## config.mk

```make
export PLATFORM = sky130hd
export DESIGN_NAME = lc3_alu_pipe
export DESIGN_NICKNAME = d
export VERILOG_FILES = /design/src/rtl/lc3_alu_pkg.sv /design/src/rtl/lc3_alu_mul_seq.sv /design/src/rtl/lc3_alu_pipe.sv
export SDC_FILE = /design/constraint.sdc
export NUM_CORES = 1
export LEC_CHECK = 0
export BUFFER_PORTS_ARGS = -buffer_cell sky130_fd_sc_hd__buf_2
export CAP_MARGIN = 20
export CORE_ASPECT_RATIO = 0.9
export CORE_MARGIN = 2
export CORE_UTILIZATION = 48
export DETAILED_ROUTE_END_ITERATION = 12
export PLACE_DENSITY = 0.69
export SYNTH_ARGS = -nofsm -noshare
export SYNTH_HDL_FRONTEND = slang
export SYNTH_HIERARCHICAL = 1
export SYNTH_SLANG_ARGS = --single-unit
```

## constraint.sdc

```tcl
create_clock -name clk -period 2.5 [get_ports clk]
set_input_delay 0.25 -clock clk [delete_from_list [all_inputs] [get_ports clk]]
set_output_delay 0.25 -clock clk [all_outputs]
set_load 0.05 [all_outputs]
```

## src/rtl/lc3_alu_pkg.sv

```systemverilog
// lc3_alu_pkg: shared types and helpers for the LC-3 ALU pipeline stage.
//   alu_op_e    - 3-bit opcode as presented on alu_control
//   alu_state_e - control FSM states (IDLE empty, HOLD result held, MUL iterating)
//   NZP_*       - one-hot condition-code encodings {N,Z,P}
//   nzp_of()    - condition codes of a value of a given width (width <= 64)
package lc3_alu_pkg;

  typedef enum logic [2:0] {
    OP_ADD   = 3'd0,
    OP_AND   = 3'd1,
    OP_NOT   = 3'd2,
    OP_PASSA = 3'd3,
    OP_SUB   = 3'd4,
    OP_XOR   = 3'd5,
    OP_SHL   = 3'd6,
    OP_MUL   = 3'd7
  } alu_op_e;

  typedef enum logic [1:0] {
    ST_IDLE = 2'd0,
    ST_HOLD = 2'd1,
    ST_MUL  = 2'd2
  } alu_state_e;

  localparam logic [2:0] NZP_N = 3'b100;
  localparam logic [2:0] NZP_Z = 3'b010;
  localparam logic [2:0] NZP_P = 3'b001;

  localparam int NZP_MAX_W = 64;

  // Only the low 'width' bits of 'value' are considered.
  function automatic logic [2:0] nzp_of(input logic [NZP_MAX_W-1:0] value,
                                        input int width);
    logic [NZP_MAX_W-1:0] mask;
    logic                 sign;
    mask = ~({NZP_MAX_W{1'b1}} << width);
    sign = |(value & (NZP_MAX_W'(1) << (width - 1)));
    if ((value & mask) == '0) return NZP_Z;
    else if (sign)            return NZP_N;
    else                      return NZP_P;
  endfunction

endpackage

```

## src/rtl/lc3_alu_mul_seq.sv

```systemverilog
// lc3_alu_mul_seq: unsigned shift-add multiplier, one partial product per cycle.
// Ports:
//   clk, rst  - clock, asynchronous active-low reset
//   start     - load operands a/b and begin (only while not busy)
//   a, b      - WIDTH-bit unsigned operands
//   busy      - iteration in progress
//   done      - high during the final step; product is valid in that cycle
//   product   - 2*WIDTH-bit result, meaningful when done=1
// The run takes WIDTH cycles after the start edge; done is raised in the
// cycle whose closing edge retires the last multiplier bit.
module lc3_alu_mul_seq #(
  parameter int WIDTH = 16
) (
  input  logic               clk,
  input  logic               rst,
  input  logic               start,
  input  logic [WIDTH-1:0]   a,
  input  logic [WIDTH-1:0]   b,
  output logic               busy,
  output logic               done,
  output logic [2*WIDTH-1:0] product
);

  localparam int CNT_W = $clog2(WIDTH);

  logic [2*WIDTH-1:0] acc;
  logic [2*WIDTH-1:0] acc_next;
  logic [2*WIDTH-1:0] mcand;
  logic [WIDTH-1:0]   mplier;
  logic [CNT_W-1:0]   count;

  // Product including the current step, so the top can capture it on the
  // same edge that finishes the run.
  assign acc_next = acc + (mplier[0] ? mcand : '0);
  assign done     = busy & (count == CNT_W'(WIDTH - 1));
  assign product  = acc_next;

  always_ff @(posedge clk or negedge rst) begin
    if (!rst) begin
      acc    <= '0;
      mcand  <= '0;
      mplier <= '0;
      count  <= '0;
      busy   <= 1'b0;
    end else if (start) begin
      acc    <= '0;
      mcand  <= {{WIDTH{1'b0}}, a};
      mplier <= b;
      count  <= '0;
      busy   <= 1'b1;
    end else if (busy) begin
      acc    <= acc_next;
      mcand  <= mcand << 1;
      mplier <= mplier >> 1;
      if (done) begin
        busy  <= 1'b0;
        count <= '0;
      end else begin
        count <= count + 1'b1;
      end
    end
  end

endmodule

```

## src/rtl/lc3_alu_pipe.sv

```systemverilog
// lc3_alu_pipe: LC-3 ALU stage with registered result and valid/ready flow.
// Build option: define ALU_MUL_EN to make opcode 7 an iterative multiply;
// without it opcode 7 returns zero in one cycle and raises illegal.
// Ports:
//   clk, rst              - clock, asynchronous active-low reset
//   in_valid / in_ready   - operation handshake (alu_control, aluin1, aluin2)
//   out_valid / out_ready - result handshake (aluout, nzp, carry, illegal)
//   alu_control           - 0 ADD,1 AND,2 NOT,3 PASSA,4 SUB,5 XOR,6 SHL,7 MUL
//   aluout                - WIDTH-bit result
//   nzp                   - one-hot {N,Z,P} of aluout
//   carry                 - ADD carry-out, SUB no-borrow, SHL last bit out,
//                           MUL high-half nonzero; 0 otherwise
//   illegal               - opcode not supported in this build
// Handshake: a transfer happens on a rising edge where valid and ready are
// both 1. in_ready depends only on state and out_ready (never on in_valid),
// and the producer must hold its op stable while in_valid=1 and in_ready=0.
// The result and out_valid stay stable while out_valid=1 and out_ready=0.
module lc3_alu_pipe
  import lc3_alu_pkg::*;
#(
  parameter int WIDTH   = 16,
  parameter int SHAMT_W = $clog2(WIDTH)
) (
  input  logic             clk,
  input  logic             rst,
  input  logic             in_valid,
  output logic             in_ready,
  input  logic [2:0]       alu_control,
  input  logic [WIDTH-1:0] aluin1,
  input  logic [WIDTH-1:0] aluin2,
  output logic             out_valid,
  input  logic             out_ready,
  output logic [WIDTH-1:0] aluout,
  output logic [2:0]       nzp,
  output logic             carry,
  output logic             illegal
);

  alu_state_e         state;
  alu_state_e         state_next;
  alu_op_e            op;
  logic               accept;
  logic               is_mul_op;
  logic               start_mul;

  logic [WIDTH-1:0]   res;
  logic               res_carry;
  logic               res_illegal;
  logic [WIDTH:0]     add_wide;
  logic [WIDTH:0]     shl_wide;
  logic [SHAMT_W-1:0] shamt;

  assign op        = alu_op_e'(alu_control);
  assign accept    = in_valid & in_ready;
`ifdef ALU_MUL_EN
  assign is_mul_op = (op == OP_MUL);
`else
  assign is_mul_op = 1'b0;
`endif
  assign start_mul = accept & is_mul_op;

`ifdef ALU_MUL_EN
  logic               mul_busy;
  logic               mul_done;
  logic [2*WIDTH-1:0] mul_product;

  lc3_alu_mul_seq #(.WIDTH(WIDTH)) u_mul (
    .clk     (clk),
    .rst     (rst),
    .start   (start_mul),
    .a       (aluin1),
    .b       (aluin2),
    .busy    (mul_busy),
    .done    (mul_done),
    .product (mul_product)
  );

  mul_busy_in_mul_state: assert property (
    @(posedge clk) disable iff (!rst) (state == ST_MUL) |-> mul_busy);
`endif

  // Single-cycle datapath. The shift keeps one bit above the result so that
  // bit WIDTH is the last bit shifted out (and 0 when shamt is 0).
  always_comb begin
    res         = '0;
    res_carry   = 1'b0;
    res_illegal = 1'b0;
    add_wide    = {1'b0, aluin1} + {1'b0, aluin2};
    shamt       = aluin2[SHAMT_W-1:0];
    shl_wide    = {1'b0, aluin1} << shamt;
    case (op)
      OP_ADD: begin
        res       = add_wide[WIDTH-1:0];
        res_carry = add_wide[WIDTH];
      end
      OP_AND:   res = aluin1 & aluin2;
      OP_NOT:   res = ~aluin1;
      OP_PASSA: res = aluin1;
      OP_SUB: begin
        res       = aluin1 - aluin2;
        res_carry = (aluin1 >= aluin2);
      end
      OP_XOR:   res = aluin1 ^ aluin2;
      OP_SHL: begin
        res       = shl_wide[WIDTH-1:0];
        res_carry = shl_wide[WIDTH];
      end
      OP_MUL: begin
`ifdef ALU_MUL_EN
        res_illegal = 1'b0;
`else
        res_illegal = 1'b1;
`endif
      end
    endcase
  end

  // FSM: state register
  always_ff @(posedge clk or negedge rst) begin
    if (!rst) state <= ST_IDLE;
    else      state <= state_next;
  end

  // FSM: next state
  always_comb begin
    state_next = state;
    case (state)
      ST_IDLE: begin
        if (accept) state_next = start_mul ? ST_MUL : ST_HOLD;
      end
      ST_HOLD: begin
        if (out_ready) begin
          if (!in_valid)      state_next = ST_IDLE;
          else if (start_mul) state_next = ST_MUL;
          else                state_next = ST_HOLD;
        end
      end
`ifdef ALU_MUL_EN
      ST_MUL: begin
        if (mul_done) state_next = ST_HOLD;
      end
`endif
      default: state_next = ST_IDLE;
    endcase
  end

  // FSM: outputs
  always_comb begin
    in_ready  = (state == ST_IDLE) | ((state == ST_HOLD) & out_ready);
    out_valid = (state == ST_HOLD);
  end

  // Result registers. A MUL accept leaves them untouched; out_valid is low
  // until the product lands.
  always_ff @(posedge clk or negedge rst) begin
    if (!rst) begin
      aluout  <= '0;
      nzp     <= NZP_Z;
      carry   <= 1'b0;
      illegal <= 1'b0;
    end else if (accept && !start_mul) begin
      aluout  <= res;
      nzp     <= nzp_of(NZP_MAX_W'(res), WIDTH);
      carry   <= res_carry;
      illegal <= res_illegal;
    end
`ifdef ALU_MUL_EN
    else if (mul_done) begin
      aluout  <= mul_product[WIDTH-1:0];
      nzp     <= nzp_of(NZP_MAX_W'(mul_product[WIDTH-1:0]), WIDTH);
      carry   <= |mul_product[2*WIDTH-1:WIDTH];
      illegal <= 1'b0;
    end
`endif
  end

endmodule

```

==> results by group <==
Place
  • DP Worst Slack: -0.8754 ns
  • GPL Wtd Cong: 1.017
  • IO Port Bufs: 61
  • Placed cell count: 841
  • DP Area: 0.005746 mm2
  • Hpwl dp: 13.97 mm

Logic synthesis
  • Area contributors post-synth: dfrtp_1 14%, ha_1 11%, mux2i_1 4.9%
  • Synth Register Bits: 22
  • Share of Yosys cell area claimed by the top area cell type: 0.1351
  • Seq/Total Area, Yosys: 0.1418
  • Warnings, synthesis: 6
  • Syn nets: 593
  • Async S/R FF share, synth: 1.000
  • Post-synth EDFFs: 0
  • Synth cell count leaders: 44 x nand2_1, 44 x nor2_1, 35 x o21ai_0, 34 x ha_1, 34 x inv_1
  • Yosys top cell by area: dfrtp_1
  • Synth Area per Inst: 7.510 um2
  • Cell variety after synth: 72
  • Cells after synthesis: 518
  • Cell area after synthesis: 0.003890 mm2
  • Main synth FF type: dfrtp_1

Clock network
  • Cts bufs inserted: 3
  • CTS tree: built
  • CTS clock-pin slew for the worst setup and hold paths: 0.07 ns
  • Clock Tree Buf Depth: 2
  • # H-tree levels: 1
  • Clock Root Buffer: clkbuf_8
  • Clk_lat worst skew: 0.25 ns
  • Clk sinks: 22

Route
  • Routed length on met1: 7.143 mm
  • Routed wl met3: 1.822 mm
  • ANT nets after route: 0
  • WL per Instance: 20.66 um
  • DR pass1 iterations: 7
  • DR DRC count: 0
  • WL met2: 8.045 mm
  • DR vias/cell: 6.239
  • Starting DRT DRC Count: 525
  • DR top layer: met4
  • Via count: 5353
  • Routed WL: 17.72 mm

Global routing
  • GR Overflow Total: 0
  • Total Routing Usage GR: 0.3781
  • Vias in the first global route: 4975
  • Largest net degree at the start of global routing: 23
  • Initial antenna violation count: 0
  • First-pass GRT wire length: 25.91 mm

Hold path
  • Worst hold path type: input pin to flop

Pwr
  • Power per cell area: 378.1 mW/mm2
  • VDD IR-drop max: 0.3015 mV
  • P_leak: 3.016 nW
  • Clk pwr share: 0.101
  • Flop pwr share: 0.186
  • Comb power frac: 0.713
  • Switching part of the total power: 0.4584
  • Power, Total: 2.397 mW
  • Internal power consumption: 1.298 mW
  • Sw Pwr: 1.099 mW

Worst setup path
  • Slowest CP cell: or4b_4
  • Worst Path Arrival: 3.11 ns
  • Critical path's top delay family: simple AND/OR/NAND/NOR gates
  • Critical path's largest stage delay: 0.55 ns
  • CP Class: input pin to flop
  • Crit-path max FO: 3
  • Worst Path Required: 2.69 ns
  • CP Capture Type: flop
  • Worst setup SP type: input pin
  • Crit path buf inv count: 2
  • Cell breakdown of the critical path: buf_8 > inv_4 > ha_4 > fa_2 > nor2b_4 > o211ai_1 > a21oi_1 > or3_4 > xnor2_2 > o221ai_2 > or4b_4 > or4_4 > o21ai_2
  • R2R Setup Slk: 0.82 ns

Layout
  • Area grow syn2layout: 63.01%
  • Fin area: 0.006341 mm2
  • Layout cells sized above 1: 0.4664
  • Final cell count without fillers: 858
  • Nets: 835
  • Post-Route Utilization: 0.7975
  • N_diodes: 0

Floorplanning
  • IO Pins: 62
  • Chip width: 98.89 um
  • Initial Util: 0.4892
  • # rows: 31
  • Core Region: 0.007951 mm2
  • DIE AREA: 0.008841 mm2
  • Die Y: 89.41 um

STA
  • Fmax: 342.6 MHz
  • Final hold violation count: 0
  • Final Skew: 0.001895 ns
  • RSZ-0062 raised after global routing: true
  • Hold_ws: 0.2107 ns
  • Worst setup margin: -0.4190 ns
  • Transition time of the tightest slew-check pin: 0.6680 ns
  • Period minus WS final: 2.919 ns
  • Final worst path period share: 1.168
  • Setup TNS: -1.012 ns
  • Final setup viols: 4
  • Slew HR: 0.5486
  • Max Slew Vio Count: 0

Outcome
  • Status: finished, violations left
  • Failing checks: setup timing

Run
  • MaxCap Viol Count: 0
[final cells by class]
cell class | instances | area, um2
Timing Repair Buffer | 269 | 1967
Inverter | 38 | 160.2
Fill cell | 561 | 1610
Clock buffer | 4 | 55.05
Multi-Input combinational cell | 426 | 3483
Tap cell | 99 | 123.9
Sequential cell | 22 | 551.8
[placed cells by master, fill, tap and decap left out, types with 4 or more instances in the layout]
master    instances
buf_4           201
buf_2            55
nand2_1          44
nor2_1           43
inv_1            29
o21ai_0          29
a21oi_1          23
ha_1             23
dfrtp_1          21
xnor2_1          19
mux2i_1          15
a22oi_1          12
nor3_1           10
o21a_1            9
mux2_2            8
o22ai_1           8
ha_4              8
a31oi_1           7
a21o_1            6
o221ai_1          6
o21ai_1           6
buf_6             6
nand2b_1          5
o211ai_1          5
o31ai_1           5
a221o_1           5
a22o_1            5
inv_2             4
nand4_1           4
nand3_1           4
a211oi_2          4
nor2b_1           4
a211o_1           4
xor2_1            4
a211oi_1          4
o21ai_2           4
clkbuf_8          4
[routing by layer]
layer  vias up  global-route usage
li1       2430                   -
met1      2480              0.4854
met2       368              0.6407
met3        75             0.07115
met4         0              0.1357
met5         -                   0
[cell families after synthesis]
kind of cell,Yosys count,synth area share
DFF,22,0.1418
and+or+nand+nor,146,0.1772
xor gates and xnor gates,24,0.05404
adders and majority gates,36,0.1197
buffers and inverters,70,0.07687
AOI/OAI and AO/OA,190,0.3458
muxes,30,0.08459
[flip-flops by register name (all words and copies together), names as in the netlist]
register	cells
aluout	16
carry	1
illegal	1
state	1
nzp	3
[worst paths after layout]
check,from,endpoint,cells past startpoint
min reg2reg,aluout[0],aluout[0],2
max reg2reg,state[0],aluout[15],8
min in group asynchronous,rst,aluout[14],2
max in group asynchronous,rst,nzp[1],2
min,in_valid,state[0],2
max,aluin1[0],nzp[1],13
[power groups by stage]
stage / Clock, mW / Sequential [mW] / Combinational, mW
3_5_place_dp: 0 / 0.451 / 1.48
6_report: 0.242 / 0.445 / 1.71
2_1_floorplan: 0 / 0.659 / 0.626
3_3_place_gp: 0 / 0.447 / 1.47
5_1_grt: 0.260 / 0.450 / 1.79
4_1_cts: 0.244 / 0.445 / 1.57
[repair_timing]
| item | 4_1_cts | 5_1_grt |
|---|---|---|
| endpoints found under the setup margin | 7 | 7 |
| setup buffers | 5 | 7 |
| hold endpoints to repair | 21 | 0 |
| pin swaps | 26 | 25 |
| hold buffers | 1 | 0 |
| resized for setup | 55 | 45 |
Note: power is estimated with default switching activity, not from simulation.
